<file path="src/rtl/gpu_capability_arbiter_pkg.sv">
// Shared definitions for the GPU capability arbiter and its round-robin picker.
// Holds the capability word width, FSM state encoding, the defined capability
// addresses and the words the capability table returns for them.
package gpu_capability_arbiter_pkg;

   localparam int GPU_WORD_W = 32;

   typedef enum logic [1:0] {
      ARB_IDLE    = 2'd0,
      ARB_LOOKUP  = 2'd1,
      ARB_RESPOND = 2'd2
   } arb_state_e;

   // Defined capability table addresses.
   localparam logic [4:0] CAP_ADDR_AABB_COUNT = 5'd0;
   localparam logic [4:0] CAP_ADDR_SCALE      = 5'd1;

   // Contents of the capability table (the table itself lives at GPU top).
   localparam logic [4:0]            GPU_AABB_COUNT       = 5'd12;
   localparam logic [GPU_WORD_W-1:0] GPU_SCALE_WORD       = 32'h0001_0000;
   localparam logic [GPU_WORD_W-1:0] GPU_CAP_DEFAULT_WORD = 32'hFFFF_FFFF;

endpackage

</file>
<file path="src/rtl/gpu_capability_arbiter_rr_picker.sv">
// Combinational round-robin priority picker.
// Ports:
//   req_i   - request vector
//   ptr_i   - index of the last winner; search starts at ptr_i+1 (mod NUM_REQ)
//   mask_i  - requesters excluded from this pick
//   valid_o - at least one unmasked request exists
//   idx_o   - index of the winning requester (0 when valid_o is low)
module gpu_capability_arbiter_rr_picker #(
   parameter int NUM_REQ = 4,
   parameter int IDX_W   = $clog2(NUM_REQ)
) (
   input  logic [NUM_REQ-1:0] req_i,
   input  logic [IDX_W-1:0]   ptr_i,
   input  logic [NUM_REQ-1:0] mask_i,
   output logic               valid_o,
   output logic [IDX_W-1:0]   idx_o
);

   logic [NUM_REQ-1:0] eligible;

   generate
      for (genvar gi = 0; gi < NUM_REQ; gi++) begin : g_elig
         assign eligible[gi] = req_i[gi] & ~mask_i[gi];
      end
   endgenerate

   // Walk offsets from farthest to nearest so the nearest eligible requester
   // after the pointer is the last one written; offset NUM_REQ is the pointer
   // itself, which therefore has the lowest priority.
   always_comb begin
      int cand;
      valid_o = 1'b0;
      idx_o   = '0;
      cand    = 0;
      for (int off = NUM_REQ; off >= 1; off--) begin
         cand = int'(ptr_i) + off;
         if (cand >= NUM_REQ) cand = cand - NUM_REQ;
         if (eligible[cand[IDX_W-1:0]]) begin
            valid_o = 1'b1;
            idx_o   = cand[IDX_W-1:0];
         end
      end
   end

endmodule

</file>
<file path="src/rtl/gpu_capability_arbiter.sv">
// Round-robin arbiter sharing the combinational GPU capability table among
// NUM_REQ requesters. A granted address is registered onto cap_addr_o, the
// returned word is captured one cycle later, and the transaction completes
// with a one-cycle one-hot acknowledge.
// Ports:
//   clk_i       - system clock, rising edge
//   rst_ni      - asynchronous active-low reset
//   req_i       - per-requester request level
//   addr_i      - per-requester address, requester k at [k*ADDR_W +: ADDR_W]
//   ack_o       - one-hot, one-cycle completion pulse
//   data_o      - captured capability word, valid while ack_o != 0
//   err_o       - served address was >= CAP_ENTRIES (with ack_o)
//   busy_o      - a transaction is in LOOKUP or RESPOND
//   cap_addr_o  - registered address to the capability table
//   cap_data_i  - combinational data from the capability table
module gpu_capability_arbiter
   import gpu_capability_arbiter_pkg::*;
#(
   parameter int NUM_REQ     = 4,
   parameter int CAP_ENTRIES = 2,
   parameter int ADDR_W      = 5
) (
   input  logic                       clk_i,
   input  logic                       rst_ni,
   input  logic [NUM_REQ-1:0]         req_i,
   input  logic [NUM_REQ*ADDR_W-1:0]  addr_i,
   output logic [NUM_REQ-1:0]         ack_o,
   output logic [GPU_WORD_W-1:0]      data_o,
   output logic                       err_o,
   output logic                       busy_o,
   output logic [ADDR_W-1:0]          cap_addr_o,
   input  logic [GPU_WORD_W-1:0]      cap_data_i
);

   localparam int IDX_W = $clog2(NUM_REQ);
   localparam logic [ADDR_W:0] CAP_LIMIT = (ADDR_W+1)'(CAP_ENTRIES);

   arb_state_e              state_q;
   logic [IDX_W-1:0]        ptr_q;
   logic [IDX_W-1:0]        grant_q;
   logic [ADDR_W-1:0]       cap_addr_q;
   logic [NUM_REQ-1:0]      ack_q;
   logic [GPU_WORD_W-1:0]   data_q;
   logic                    err_q;

   logic [ADDR_W-1:0]       addr_arr [NUM_REQ];
   logic [NUM_REQ-1:0]      grant_onehot;
   logic [NUM_REQ-1:0]      pick_mask;
   logic                    pick_valid;
   logic [IDX_W-1:0]        pick_idx;

   generate
      for (genvar gi = 0; gi < NUM_REQ; gi++) begin : g_addr
         assign addr_arr[gi] = addr_i[gi*ADDR_W +: ADDR_W];
      end
   endgenerate

   assign grant_onehot = {{(NUM_REQ-1){1'b0}}, 1'b1} << grant_q;

   // In RESPOND the requester being acknowledged may still hold its request
   // for this cycle; masking it avoids serving it twice.
   assign pick_mask = (state_q == ARB_RESPOND) ? grant_onehot : '0;

   gpu_capability_arbiter_rr_picker #(
      .NUM_REQ (NUM_REQ),
      .IDX_W   (IDX_W)
   ) u_picker (
      .req_i   (req_i),
      .ptr_i   (ptr_q),
      .mask_i  (pick_mask),
      .valid_o (pick_valid),
      .idx_o   (pick_idx)
   );

   always_ff @(posedge clk_i or negedge rst_ni) begin
      if (!rst_ni) begin
         state_q    <= ARB_IDLE;
         ptr_q      <= '0;
         grant_q    <= '0;
         cap_addr_q <= '0;
         ack_q      <= '0;
         data_q     <= '0;
         err_q      <= 1'b0;
      end else begin
         case (state_q)
            ARB_IDLE: begin
               ack_q <= '0;
               err_q <= 1'b0;
               if (pick_valid) begin
                  grant_q    <= pick_idx;
                  ptr_q      <= pick_idx;
                  cap_addr_q <= addr_arr[pick_idx];
                  state_q    <= ARB_LOOKUP;
               end
            end
            ARB_LOOKUP: begin
               // Out-of-range words are passed through unaltered; only err flags them.
               data_q  <= cap_data_i;
               err_q   <= ({1'b0, cap_addr_q} >= CAP_LIMIT);
               ack_q   <= grant_onehot;
               state_q <= ARB_RESPOND;
            end
            ARB_RESPOND: begin
               ack_q <= '0;
               err_q <= 1'b0;
               if (pick_valid) begin
                  grant_q    <= pick_idx;
                  ptr_q      <= pick_idx;
                  cap_addr_q <= addr_arr[pick_idx];
                  state_q    <= ARB_LOOKUP;
               end else begin
                  state_q <= ARB_IDLE;
               end
            end
            default: begin
               ack_q   <= '0;
               err_q   <= 1'b0;
               state_q <= ARB_IDLE;
            end
         endcase
      end
   end

   assign ack_o      = ack_q;
   assign data_o     = data_q;
   assign err_o      = err_q;
   assign busy_o     = (state_q != ARB_IDLE);
   assign cap_addr_o = cap_addr_q;

endmodule
</file>
<file path="config.mk">
export PLATFORM = sky130hd
export DESIGN_NAME = gpu_capability_arbiter
export DESIGN_NICKNAME = d
export VERILOG_FILES = /design/src/rtl/gpu_capability_arbiter_pkg.sv /design/src/rtl/gpu_capability_arbiter_rr_picker.sv /design/src/rtl/gpu_capability_arbiter.sv
export SDC_FILE = /design/constraint.sdc
export NUM_CORES = 1
export LEC_CHECK = 0
export ABC_AREA = 1
export BUFFER_PORTS_ARGS = -buffer_cell sky130_fd_sc_hd__buf_2
export CORE_MARGIN = 3
export CORE_UTILIZATION = 40
export CTS_CLUSTER_DIAMETER = 200
export CTS_CLUSTER_SIZE = 40
export DETAILED_ROUTE_END_ITERATION = 16
export PLACE_DENSITY = 0.7
export RECOVER_POWER = 50
export SETUP_SLACK_MARGIN = 0.05
export SYNTH_ARGS = -nofsm -noshare
export SYNTH_HDL_FRONTEND = slang
export SYNTH_HIERARCHICAL = 1
export SYNTH_SLANG_ARGS = --single-unit
export TNS_END_PERCENT = 50
</file>
<file path="constraint.sdc">
create_clock -name clk_i -period 3.8 [get_ports clk_i]
set_input_delay 0.57 -clock clk_i [delete_from_list [all_inputs] [get_ports clk_i]]
set_output_delay 0.57 -clock clk_i [all_outputs]
set_load 0.05 [all_outputs]
</file>
# After elaboration in Yosys (flattened, before gate mapping)
# Index checks and enable logic that the tools add are counted.
[totals]
ff_bits = 46
input_bits = 58
output_inout_bits = 43
word_cells = 70
[classes]
add_sub_neg = 8
n_lt_le_gt_ge = 10
n_eq_ne = 3
shifts = 1
mux = 29
n_bitwise = 9
n_reduce_logical = 4
[op_table]
columns = ["cell", "count"]
rows = [
  ["$mux W2", 9],
  ["$ge A3 B3 Y1 const B", 4],
  ["$lt A2 B3 Y1 const B", 4],
  ["$bmux W5 S2", 1],
  ["$mux W1", 10],
  ["$mux W5", 2],
  ["$bmux W1 S2", 4],
  ["$mux W4", 2],
  ["$sub A2 B1 Y2 const B", 4],
  ["$add A2 B2 Y3 const B", 2],
  ["$pmux W2 S3", 1],
  ["$ge A5 B2 Y1 const B", 1],
  ["$add A2 B3 Y4 const B", 1],
  ["$and A1 B1 Y1", 4],
  ["$ge A4 B3 Y1 const B", 1],
  ["$not A1 Y1", 4],
  ["$shl A1 B2 Y4 const A", 1],
  ["$add A2 B1 Y3 const B", 1],
  ["$not A2 Y3", 1],
  ["$eq A2 B1 Y1 const B", 1],
  ["$eq A2 B2 Y1 const B", 1],
  ["$logic_not A2 Y1", 1],
  ["$ne A2 B2 Y1 const B", 1],
  ["$reduce_and A2 Y1", 1],
  ["2 further kinds", 2],
]

# Logic depth before layout (Yosys ltp)
# Gate-level depths: netlist of the first run.
[depth]
ltp_word = 14
mapped_depth = 20
mapped_depth_nobuf = 19

# Hierarchy
# Netlist of the first run, hierarchy kept.
[by_module_without_submodules]
columns = ["mod", "instances", "cells_per_inst", "area_each_um2", "seq_area_each_um2"]
rows = [
  ["gpu_capability_arbiter", 1, 234, 1971.9, 1151.1],
  ["gpu_capability_arbiter_rr_picker", 1, 46, 205.2, 0.0],
]

# Worst setup path before layout of the first run
# OpenSTA, ideal clock, no wires.
[synth_path]
path_type = "reg-to-reg"
start = "register grant_q[0]"
end = "register cap_addr_q[2] (netlist: cap_addr_o[2])"
setup_time_ns = 0.118
t_arrival_ns = 1.867
required_time_ns = 3.682
slack_ns = 1.816
stages_incl_launch_ff = 19
path_buffers = 1
period_less_slack_ns = 1.984
path_cell_list = "dfrtp_1 > inv_2 > nor3_1 > clkinv_1 > nand3_1 > nand2_2 > nand2_1 > nand2_1 > nand2_1 > nand2_1 > nand2_1 > nand2_1 > inv_1 > buf_2 > nand2_1 > nand3_1 > nand2_1 > nand2_1 > nand2_1"
[synth_via]
elab_chain_cells = 14
word_cells_on_any_way = 47
classes_between = "8 x add/sub; 4 x order compare; 1 x shift; 24 x mux; 9 x bitwise; 1 x reduce/logical"
[synth_lines]
columns = ["item", "line_no", "source"]
rows = [
  ["start: declaration", "gpu_capability_arbiter.sv:40", "logic [IDX_W-1:0] grant_q;"],
  ["start signal: assignment", "gpu_capability_arbiter.sv:90", "grant_q <= pick_idx;"],
  ["start signal: assignment", "gpu_capability_arbiter.sv:107", "grant_q <= pick_idx;"],
  ["$shl A1 B2 Y4 (*)", "gpu_capability_arbiter.sv:58", "assign grant_onehot = {{(NUM_REQ-1){1'b0}}, 1'b1} << grant_q;"],
  ["$mux W4 (*)", "gpu_capability_arbiter.sv:62", "assign pick_mask = (state_q == ARB_RESPOND) ? grant_onehot : '0;"],
  ["via pick_mask[3]", "gpu_capability_arbiter.sv:48", "logic [NUM_REQ-1:0] pick_mask;"],
  ["$not A1 Y1 (*)", "gpu_capability_arbiter_rr_picker.sv:23", "assign eligible[gi] = req_i[gi] & ~mask_i[gi];"],
  ["$and A1 B1 Y1 (*)", "gpu_capability_arbiter_rr_picker.sv:23", ""],
  ["$bmux W1 S2", "gpu_capability_arbiter_rr_picker.sv:38", "if (eligible[cand[IDX_W-1:0]]) begin"],
  ["$mux W1 (not written as such)", "gpu_capability_arbiter_rr_picker.sv:38", ""],
  ["$mux W2 (3 in series)", "gpu_capability_arbiter_rr_picker.sv:38", ""],
  ["$mux W2 (*)", "gpu_capability_arbiter_rr_picker.sv:38", ""],
  ["via pick_idx[0]", "gpu_capability_arbiter.sv:50", "logic [IDX_W-1:0] pick_idx;"],
  ["$not A2 Y3 (not written as such) (*)", "gpu_capability_arbiter.sv:92, gpu_capability_arbiter.sv:109", ""],
  ["$bmux W5 S2 (*)", "gpu_capability_arbiter.sv:92, gpu_capability_arbiter.sv:109", ""],
  ["$mux W5 (not written as such) (*) (2 in series)", "gpu_capability_arbiter.sv:92, gpu_capability_arbiter.sv:109", ""],
  ["end signal: assignment", "gpu_capability_arbiter.sv:92", "cap_addr_q <= addr_arr[pick_idx];"],
  ["end signal: assignment", "gpu_capability_arbiter.sv:109", "cap_addr_q <= addr_arr[pick_idx];"],
  ["end: declaration", "gpu_capability_arbiter.sv:41", "logic [ADDR_W-1:0] cap_addr_q;"],
]
# The timed path passes the listed nets; every way through them passes the cells marked *. The select of a mux whose other input is x is not followed.
# A chain may end at the register's enable or synchronous reset.

# Worst setup path after layout of the first run
# Same ends and word-level chain as after synthesis.

==> run metrics, run 1 <==
largest net degree at the start of global routing 47; CTS Buffer Depth 2; worst r2r src grant_q[0]; final wirelength 4.80 mm; Worst Skew 0.00413 ns; failing checks capacitance limit, slew limit; max_cap viols 1; launch point of the worst path grant_q[0]; H-tree lvl count 2; post-route antenna net violation count 0; # IOs 101; number of fill cells 527; buffers added on ports 100; Worst setup EP type flop; Synth top cells by count nand2_1 (157), dfrtp_1 (46), nand3_1 (16), inv_1 (15), nand2_2 (9); CP most frequent cell nand2_1; total track usage 15.3%; Buffers & Inverters on Critical Path 3; CP top delay family simple AND/OR/NAND/NOR gates; placed cells 440; CTS Buf Count 5; Post-Route Setup TNS 0 ns; Period minus WS final 2.42 ns; Synth async-reset ratio 100%; largest cells by area after synthesis dfrtp_1 (53%), nand2_1 (27%), nand3_1 (3.7%); Worst-path clk slew 0.08 ns; fmax 0.414 GHz; root buffer cell clkbuf_8; Main synth FF type dfrtp_1; DRC viols 0; Gates resized, CTS repair 0; Net Count, Synth 338; # diodes 0; Avg Vias per Cell 4.41; worst skew pair latency 0.29 ns; global-route wire length before repair 7.73 mm; P&R area growth vs syn 26.0%; status finished with violations; flop2flop setup slack 1.38 ns; critical path cell sequence inv_2, nor3_1, clkinv_1, nand3_1, nand2_2, nand2_1, nand2_1, nand2_1, nand2_1, nand2_1, nand2_1, inv_1, nand2_1, nand3_1, nand2_1, nand2_1, nand2_1; routed via count 1975; Setup violations, final 0; die area 6360 sq um; register area share after synthesis 52.9%; total gr overflow 0; reg2reg end cap_addr_o[2]; Tightest Hold Check Type in -> reg; TritonCTS clock tree yes; Final Hold Vio Count 0; Wirelength per Cell 10.7 microns; final std cells w/o fill 448; Slowest Stage Delay on Critical Path 0.59 ns; Crit path depth 17; RD Place Congestion 0.771; startpoint types flop; Worst-Margin Slew 2.34 ns; critical path class reg -> reg; Crit Path Max Fanout 12; Post-Syn Area 2180 sq um; cts hold-fix bufs 0; unrepaired setup endpoints after global routing false; share of layout cells above drive strength 1 27.8%; syn_area_per_cell 7.78 sq um; DIE WIDTH 79.8 microns; dominant cell type by area after synthesis dfrtp_1; Core Box Area 5170 sq um; num rows 26; top-area cell type share of the netlist area 52.9%; Post-synth EDFFs 0; NumNets Final 435; DR pass1 iterations 4; antenna violations before repair 0; initial core utilization 42.1%; DP HPWL 3.54 mm; vias in the first global route 1806; Synth cell types 19; Mapped Cells 280; worst rel slew slack -56.0%; clock tree sinks 46; reg2reg path depth 17; most common cell in the synthesized netlist nand2_1; Critical Path End cap_addr_o[2]; setup bufs post-CTS 0; Warnings, synthesis 6; Die H 79.8 microns; FF+latch count, synth 46; DR iter-0 viols 69; Slew Limit Fails 47; Worst path slowest cell dfrtp_1; Critical Path RT 3.99 ns; Worst Path Arrival 2.60 ns; crit share post-route 63.6%
## routing by layer
metal  vias up  GRT usage, %  part of all wire (%)
met5         -             0                     0
met1       856          19.6                    45
met4         0          4.56                   1.1
met3         5          4.18                    10
met2        76          25.4                    44
li1       1038             -                     -
## cells by family (layout without fill, tap and decap cells)
kind of cell / after synthesis / in the layout / share of synthesized area, %
xor+xnor: 1 / 1 / 0.402
flops: 46 / 46 / 52.9
buf+inv: 32 / 130 / 7.70
compound gates: 4 / 4 / 1.38
simple gates: 197 / 197 / 37.6
## layout make-up
| class | instances | area, sq um | share of cell area (%) |
|---|---|---|---|
| inverters | 22 | 82.6 | 3.01 |
| flip-flops and latches | 46 | 1150 | 42.0 |
| well taps | 70 | 87.6 | 3.19 |
| multi-input cells | 202 | 837 | 30.5 |
| clock buffers | 7 | 76.3 | 2.78 |
| clock inverters | 1 | 30.0 | 1.09 |
| repair buffers | 100 | 479 | 17.5 |
## worst min-delay path by stage
stage / slack (ns) / startpoint / end / depth (start not counted)
2_1_floorplan: 0.27 / rst_ni / ack_o[0] / 0
3_3_place_gp: 0.46 / data_o[9] / data_o[9] / 2
3_5_place_dp: 0.46 / data_o[31] / data_o[31] / 2
4_1_cts: 0.45 / cap_data_i[0] / data_o[0] / 3
5_1_grt: 0.45 / cap_data_i[28] / data_o[28] / 3
6_report: 0.47 / cap_data_i[0] / data_o[0] / 3
## worst register-to-register path, stage by stage, from the launching register on
cell and delay (ns):
dfrtp_1 0.59, inv_2 0.11, nor3_1 0.22, clkinv_1 0.12
nand3_1 0.11, nand2_2 0.07, nand2_1 0.08, nand2_1 0.06
nand2_1 0.07, nand2_1 0.05, nand2_1 0.05, nand2_1 0.19
inv_1 0.29, nand2_1 0.08, nand3_1 0.07, nand2_1 0.06
nand2_1 0.05, nand2_1 0.05
## cell usage in the layout (no fill, tap or decap)
cell type	Yosys	final
clkbuf_1	0	19
o21ai_0	1	1
a21boi_2	1	1
nor2_1	6	6
xnor2_1	1	1
nand2_1	157	158
nand3_1	16	16
bufinv_16	0	1
dfrtp_1	46	46
clkinv_1	2	2
nor3_1	4	7
clkbuf_8	0	5
nand2_2	9	8
buf_2	5	83
a21oi_1	1	2
inv_1	15	15
inv_2	5	5
nor3_2	4	1
nor2_4	1	1
## registers in the layout, summed over array words and instances (netlist names)
signal and flops:
state_q 2, grant_q 2, cap_addr_o 5, data_o 32, ack_o 4, err_o 1
## metrics by stage
step	worst slack, ns	hold WS [ns]	instance area, sq um	util, %
2_1_floorplan	1.82	0.274	2180	-
3_3_place_gp	1.48	0.456	2680	51.8
3_5_place_dp	1.38	0.461	2680	51.8
4_1_cts	1.37	0.455	2790	53.9
5_1_grt	0.985	0.455	2740	53.0
6_report	1.38	0.467	2740	53.0
Power of run 1 is not shown: default switching activity piles up to over one toggle a cycle in this logic, so the estimate is an artifact.
==> inputs of run 2 (changes only) <==
Clock period 3.8 ns to 2.5 ns, I/O delays scaled along.
==> run 2 against run 1 <==
The run now ends clean. Critical path depth did not move. Wire length rose by 2.5%. Cell count rose by 1.3%. Flip-flop and latch count did not move. Critical endpoint unchanged.
==> run metrics, run 2 (synthesis results as in run 1) <==
status finished, final reports clean; Period minus WS final 2.08 ns (-0.338 ns); fmax 0.481 GHz (+16%); CTS Buffer Depth 2 (unchanged); Slew Limit Fails 0 (-100%); buffers added on ports 100 (unchanged); antenna violations before repair 0 (unchanged); CTS Buf Count 5 (unchanged); die area 6360 sq um (unchanged); Final Hold Vio Count 0 (unchanged); Crit Path Max Fanout 11 (-1); num rows 26 (unchanged); commonest non-fill, non-tap cell in the layout nand2_1; critical path class reg -> reg; final wirelength 4.92 mm (+2.5%); root buffer cell clkbuf_8; Tightest Hold Check Type in -> reg; Layout Utilization 53.9% (+0.90 points); number of fill cells 517 (-1.9%); max_cap viols 0 (-1); # IOs 101 (unchanged); P&R area growth vs syn 28.2%; Post-Route Setup TNS 0 ns (unchanged); global-route wire length before repair 7.82 mm (+1.1%); Wirelength per Cell 10.8 microns (+1.1%); startpoint types flop; initial core utilization 42.1% (unchanged); vias in the first global route 1822 (+0.89%); worst rel slew slack 36.8% (+93 points); Worst-path clk slew 0.08 ns (about the same); DP HPWL 3.62 mm (+2.4%); Worst Skew 0.00338 ns (-0.000743 ns); post-route antenna net violation count 0 (unchanged); Worst Path Arrival 2.27 ns (-0.33 ns); routed via count 1992 (+0.86%); # diodes 0 (unchanged); Worst-Margin Slew 0.947 ns (-1.39 ns); DIE WIDTH 79.8 microns (unchanged); total track usage 15.5% (+0.18 points); DR iter-0 viols 64 (-7.2%); Die H 79.8 microns (unchanged); Core Box Area 5170 sq um (unchanged); DR pass1 iterations 4 (unchanged); largest net degree at the start of global routing 38 (-19%); Design Area, Final 2790 sq um (+1.7%); area post-placement 2720 sq um (+1.4%); crit share post-route 83.1% (+20 points); most frequent cells in the layout nand2_1 (157), buf_2 (80), dfrtp_1 (45); clock tree sinks 46 (unchanged); DRC viols 0 (unchanged); worst skew pair latency 0.29 ns (about the same); Critical Path RT 2.69 ns (-1.30 ns); Setup violations, final 0 (unchanged); Worst setup EP type flop; H-tree lvl count 2 (unchanged); RD Place Congestion 0.801 (+4.0%); share of layout cells above drive strength 1 28.4% (+0.61 points); Avg Vias per Cell 4.39 (-0.47%); setup bufs post-CTS 0 (unchanged); total gr overflow 0 (unchanged); max reg flops 32 (unchanged); NumNets Final 441 (+1.4%); TritonCTS clock tree yes; unrepaired setup endpoints after global routing false
run 2: final cells by class:
cell class              instances  area (sq um)  area share, %
inverters                      22          82.6           2.96
flip-flops and latches         46          1150           41.3
clock inverters                 3          40.0           1.43
clock buffers                   5          68.8           2.47
multi-input cells             202           838           30.0
repair buffers                106           520           18.7
well taps                      70          87.6           3.14
run 2: worst max-delay path, stage by stage (launching register included):
cell and delay, ns:
dfrtp_1 0.50, inv_2 0.09, nor3_1 0.20, clkinv_1 0.11
nand3_1 0.11, nand2_2 0.07, nand2_1 0.08, nand2_1 0.05
nand2_1 0.08, nand2_1 0.06, nand2_1 0.05, nand2_1 0.06
inv_1 0.22, nand2_1 0.09, nand3_1 0.08, nand2_1 0.05
nand2_1 0.05, nand2_1 0.04
run 2: timing repair:
item | CTS | global route
endpoints found under the setup margin | 0 | 5
hold endpoints to repair | 11 | 0
gates resized for setup | 0 | 1
hold buffers | 1 | 0
run 2: final timing paths:
| path | start | endpoint | slack, ns | cells past startpoint |
|---|---|---|---|---|
| max | grant_q[0] | cap_addr_o[2] | 0.42 | 17 |
| min | cap_data_i[28] | data_o[28] | 0.27 | 3 |
| max reg2reg | grant_q[0] | cap_addr_o[2] | 0.42 | 17 |
| min reg2reg | data_o[1] | data_o[1] | 0.48 | 2 |
| max in group asynchronous | rst_ni | grant_q[1] | 0.98 | 3 |
| min in group asynchronous | rst_ni | data_o[28] | 0.62 | 2 |
run 2: routing by layer:
| metal | part of all wire (%) | global-route usage, % |
|---|---|---|
| met2 | 44 | 25.8 |
| met4 | 1.1 | 4.22 |
| met1 | 45 | 19.1 |
| met3 | 10 | 5.42 |
| met5 | 0 | 0 |
run 2: metrics by stage:
stage,hold slack (ns),setup WS [ns],instances
final,0.269,0.422,454
after global routing,0.250,0.126,454
after CTS,0.259,0.257,454
after detailed placement,0.268,0.281,445
after global placement,0.262,0.415,445
after floorplan,0.0794,0.516,280
Power of run 2 is left out for the same reason.
==> inputs of run 3 (changes only) <==
Settings changed: PLACE_DENSITY 0.7 to 0.73.
Clock period 2.5 ns to 1.7 ns, I/O delays scaled along.
==> run 3 against run 2 <==
The flow now finishes with violations (setup timing). Sequential share of layout area shrank 3.8 points. Count of clock-buffer cells in the layout grew 2. Register-to-register slack worse by 0.69 ns. Die area is the same. Non-clock buffer count grew 18. Flip-flop and latch count unchanged. Wire length grew 11%. Core utilization grew 5.6 points. Critical path type unchanged. Largest cell class unchanged.
==> run metrics, run 3 (synthesis results as in run 1) <==
DR pass1 iterations 4 (unchanged); Core Box Area 5170 sq um (unchanged); clock tree sinks 46 (unchanged); gr busiest metal met2; P&R area growth vs syn 41.4%; Design Area, Final 3080 sq um (+10%); NumNets Final 460 (+4.3%); final std cells w/o fill 473 (+4.2%); critical path class reg -> reg; DRC viols 0 (unchanged); Critical Path RT 1.88 ns (-0.81 ns); DIE WIDTH 79.8 microns (unchanged); number of fill cells 495 (-4.3%); final wirelength 5.47 mm (+11%); total track usage 17.3% (+1.8 points); failing checks setup timing; placed cells 456 (+2.5%); initial core utilization 42.1% (unchanged); # diodes 0 (unchanged); Worst setup EP type flop; root buffer cell clkbuf_8; # IOs 101 (unchanged); fmax 0.508 GHz (+5.5%); DP HPWL 3.95 mm (+9.1%); unrepaired setup endpoints after global routing true; Avg Vias per Cell 4.47 (+1.9%); share of layout cells above drive strength 1 42.9% (+15 points); routed via count 2114 (+6.1%); Final Worst Setup Slack -0.270 ns (-0.692 ns); H-tree lvl count 2 (unchanged); worst skew pair latency 0.29 ns (about the same); antenna violations before repair 0 (unchanged); die area 6360 sq um (unchanged); DR iter-0 viols 62 (-3.1%); status finished with violations; met2 usage 29.4% (+3.6 points); max reg flops 32 (unchanged); global-route wire length before repair 8.74 mm (+12%); Die H 79.8 microns (unchanged); met1 Track Usage GR 22.4% (+3.3 points); Worst-path clk slew 0.09 ns (about the same); post-route antenna net violation count 0 (unchanged); Period minus WS final 1.97 ns (-0.108 ns); Final Hold Vio Count 0 (unchanged); max_cap viols 0 (unchanged); Tightest Hold Check Type in -> reg; Crit Path Max Fanout 5 (-6); vias in the first global route 2035 (+12%); CTS Buffer Depth 2 (unchanged); Slew Limit Fails 0 (unchanged); largest net degree at the start of global routing 34 (-11%); RD Place Congestion 0.833 (+4.0%); CTS Buf Count 5 (unchanged); Worst Skew 0.00870 ns (+0.00532 ns); crit share post-route 116% (+33 points); Wirelength per Cell 11.6 microns (+6.8%); total gr overflow 0 (unchanged); Global Route met3 Usage 4.06% (-1.4 points); worst rel slew slack 58.9% (+22 points); area post-placement 2840 sq um (+4.4%); Worst-Margin Slew 0.619 ns (-0.328 ns); most frequent cells in the layout nand2_1 (141), buf_2 (88), dfrtp_1 (44); TritonCTS clock tree yes; num rows 26 (unchanged); buffers added on ports 100 (unchanged); commonest non-fill, non-tap cell in the layout nand2_1; Setup violations, final 7 (+7); startpoint types flop; Worst Path Arrival 2.15 ns (-0.12 ns)
run 3: cell count changes in the layout (fill, tap and decap cells not counted), moves of 2 or more:
cell,before,now
buf_2,80,88
buf_4,4,19
buf_6,0,2
clkbuf_1,20,14
inv_1,17,10
inv_2,3,7
inv_4,0,3
nand2_1,157,141
nand2_2,9,23
nand2_4,0,2
nand3_1,16,8
nand3_2,0,8
nor3_1,8,3
nor3_2,0,4
run 3: critical path: stages (launching register included):
cell and delay, ns:
dfrtp_1 0.40, inv_2 0.08, nand2_4 0.07, nor3_4 0.20, clkinv_2 0.10, nand3_2 0.07, nand2_2 0.07, nand2_2 0.08
nand2_1 0.05, inv_1 0.06, nand2_2 0.07, nand2_2 0.06, nand2_2 0.06, nand2_4 0.09, clkinvlp_4 0.14, nand2_1 0.08
nand2_1 0.05, nand2_1 0.06, nand3_1 0.07
run 3: routing by layer:
| metal | part of all wire [%] | vias up |
|---|---|---|
| li1 | - | 1089 |
| met1 | 46 | 937 |
| met2 | 46 | 82 |
| met3 | 8.1 | 6 |
| met4 | 0.68 | 0 |
| met5 | 0 | - |
run 3: through the flow:
step	hold slack, ns	setup TNS [ns]	setup WS, ns	util (%)
floorplan	-0.0406	-0.324	-0.0731	-
global placement	0.253	-0.764	-0.190	54.9
detailed placement	0.252	-1.78	-0.352	54.9
CTS	0.147	-1.25	-0.224	59.1
global route	0.149	-2.84	-0.432	59.5
finish	0.155	-1.47	-0.270	59.5
run 3: final cells by class:
cell class	count	area [sq um]	area share [%]
Clock buffer	7	76.3	2.48
Clock inverter	1	30.0	0.975
Inverter	22	91.3	2.97
Multi-Input combinational cell	202	962	31.2
Sequential cell	46	1150	37.5
Tap cell	70	87.6	2.84
Timing Repair Buffer	124	671	21.8
Timing Repair inverter	1	7.51	0.244
run 3: timing repair:
item,CTS,global route
hold buffers,1,0
gates cloned,2,0
resized for setup,19,19
buffers inserted,5,1
hold endpoints to repair,22,0
pin swaps,11,12
setup endpoints to repair,7,8
run 3: worst paths after layout:
check                      depth (start not counted)     startpoint             to  slack (ns)
max                                               18     state_q[0]  cap_addr_o[0]       -0.27
min                                                3  cap_data_i[4]      data_o[4]        0.16
max reg2reg                                       18     state_q[0]  cap_addr_o[0]       -0.27
min reg2reg                                        2     data_o[30]     data_o[30]        0.48
max in group asynchronous                          3         rst_ni     grant_q[0]        0.24
min in group asynchronous                          2         rst_ni     data_o[19]        0.47
Power of run 3 is left out for the same reason.
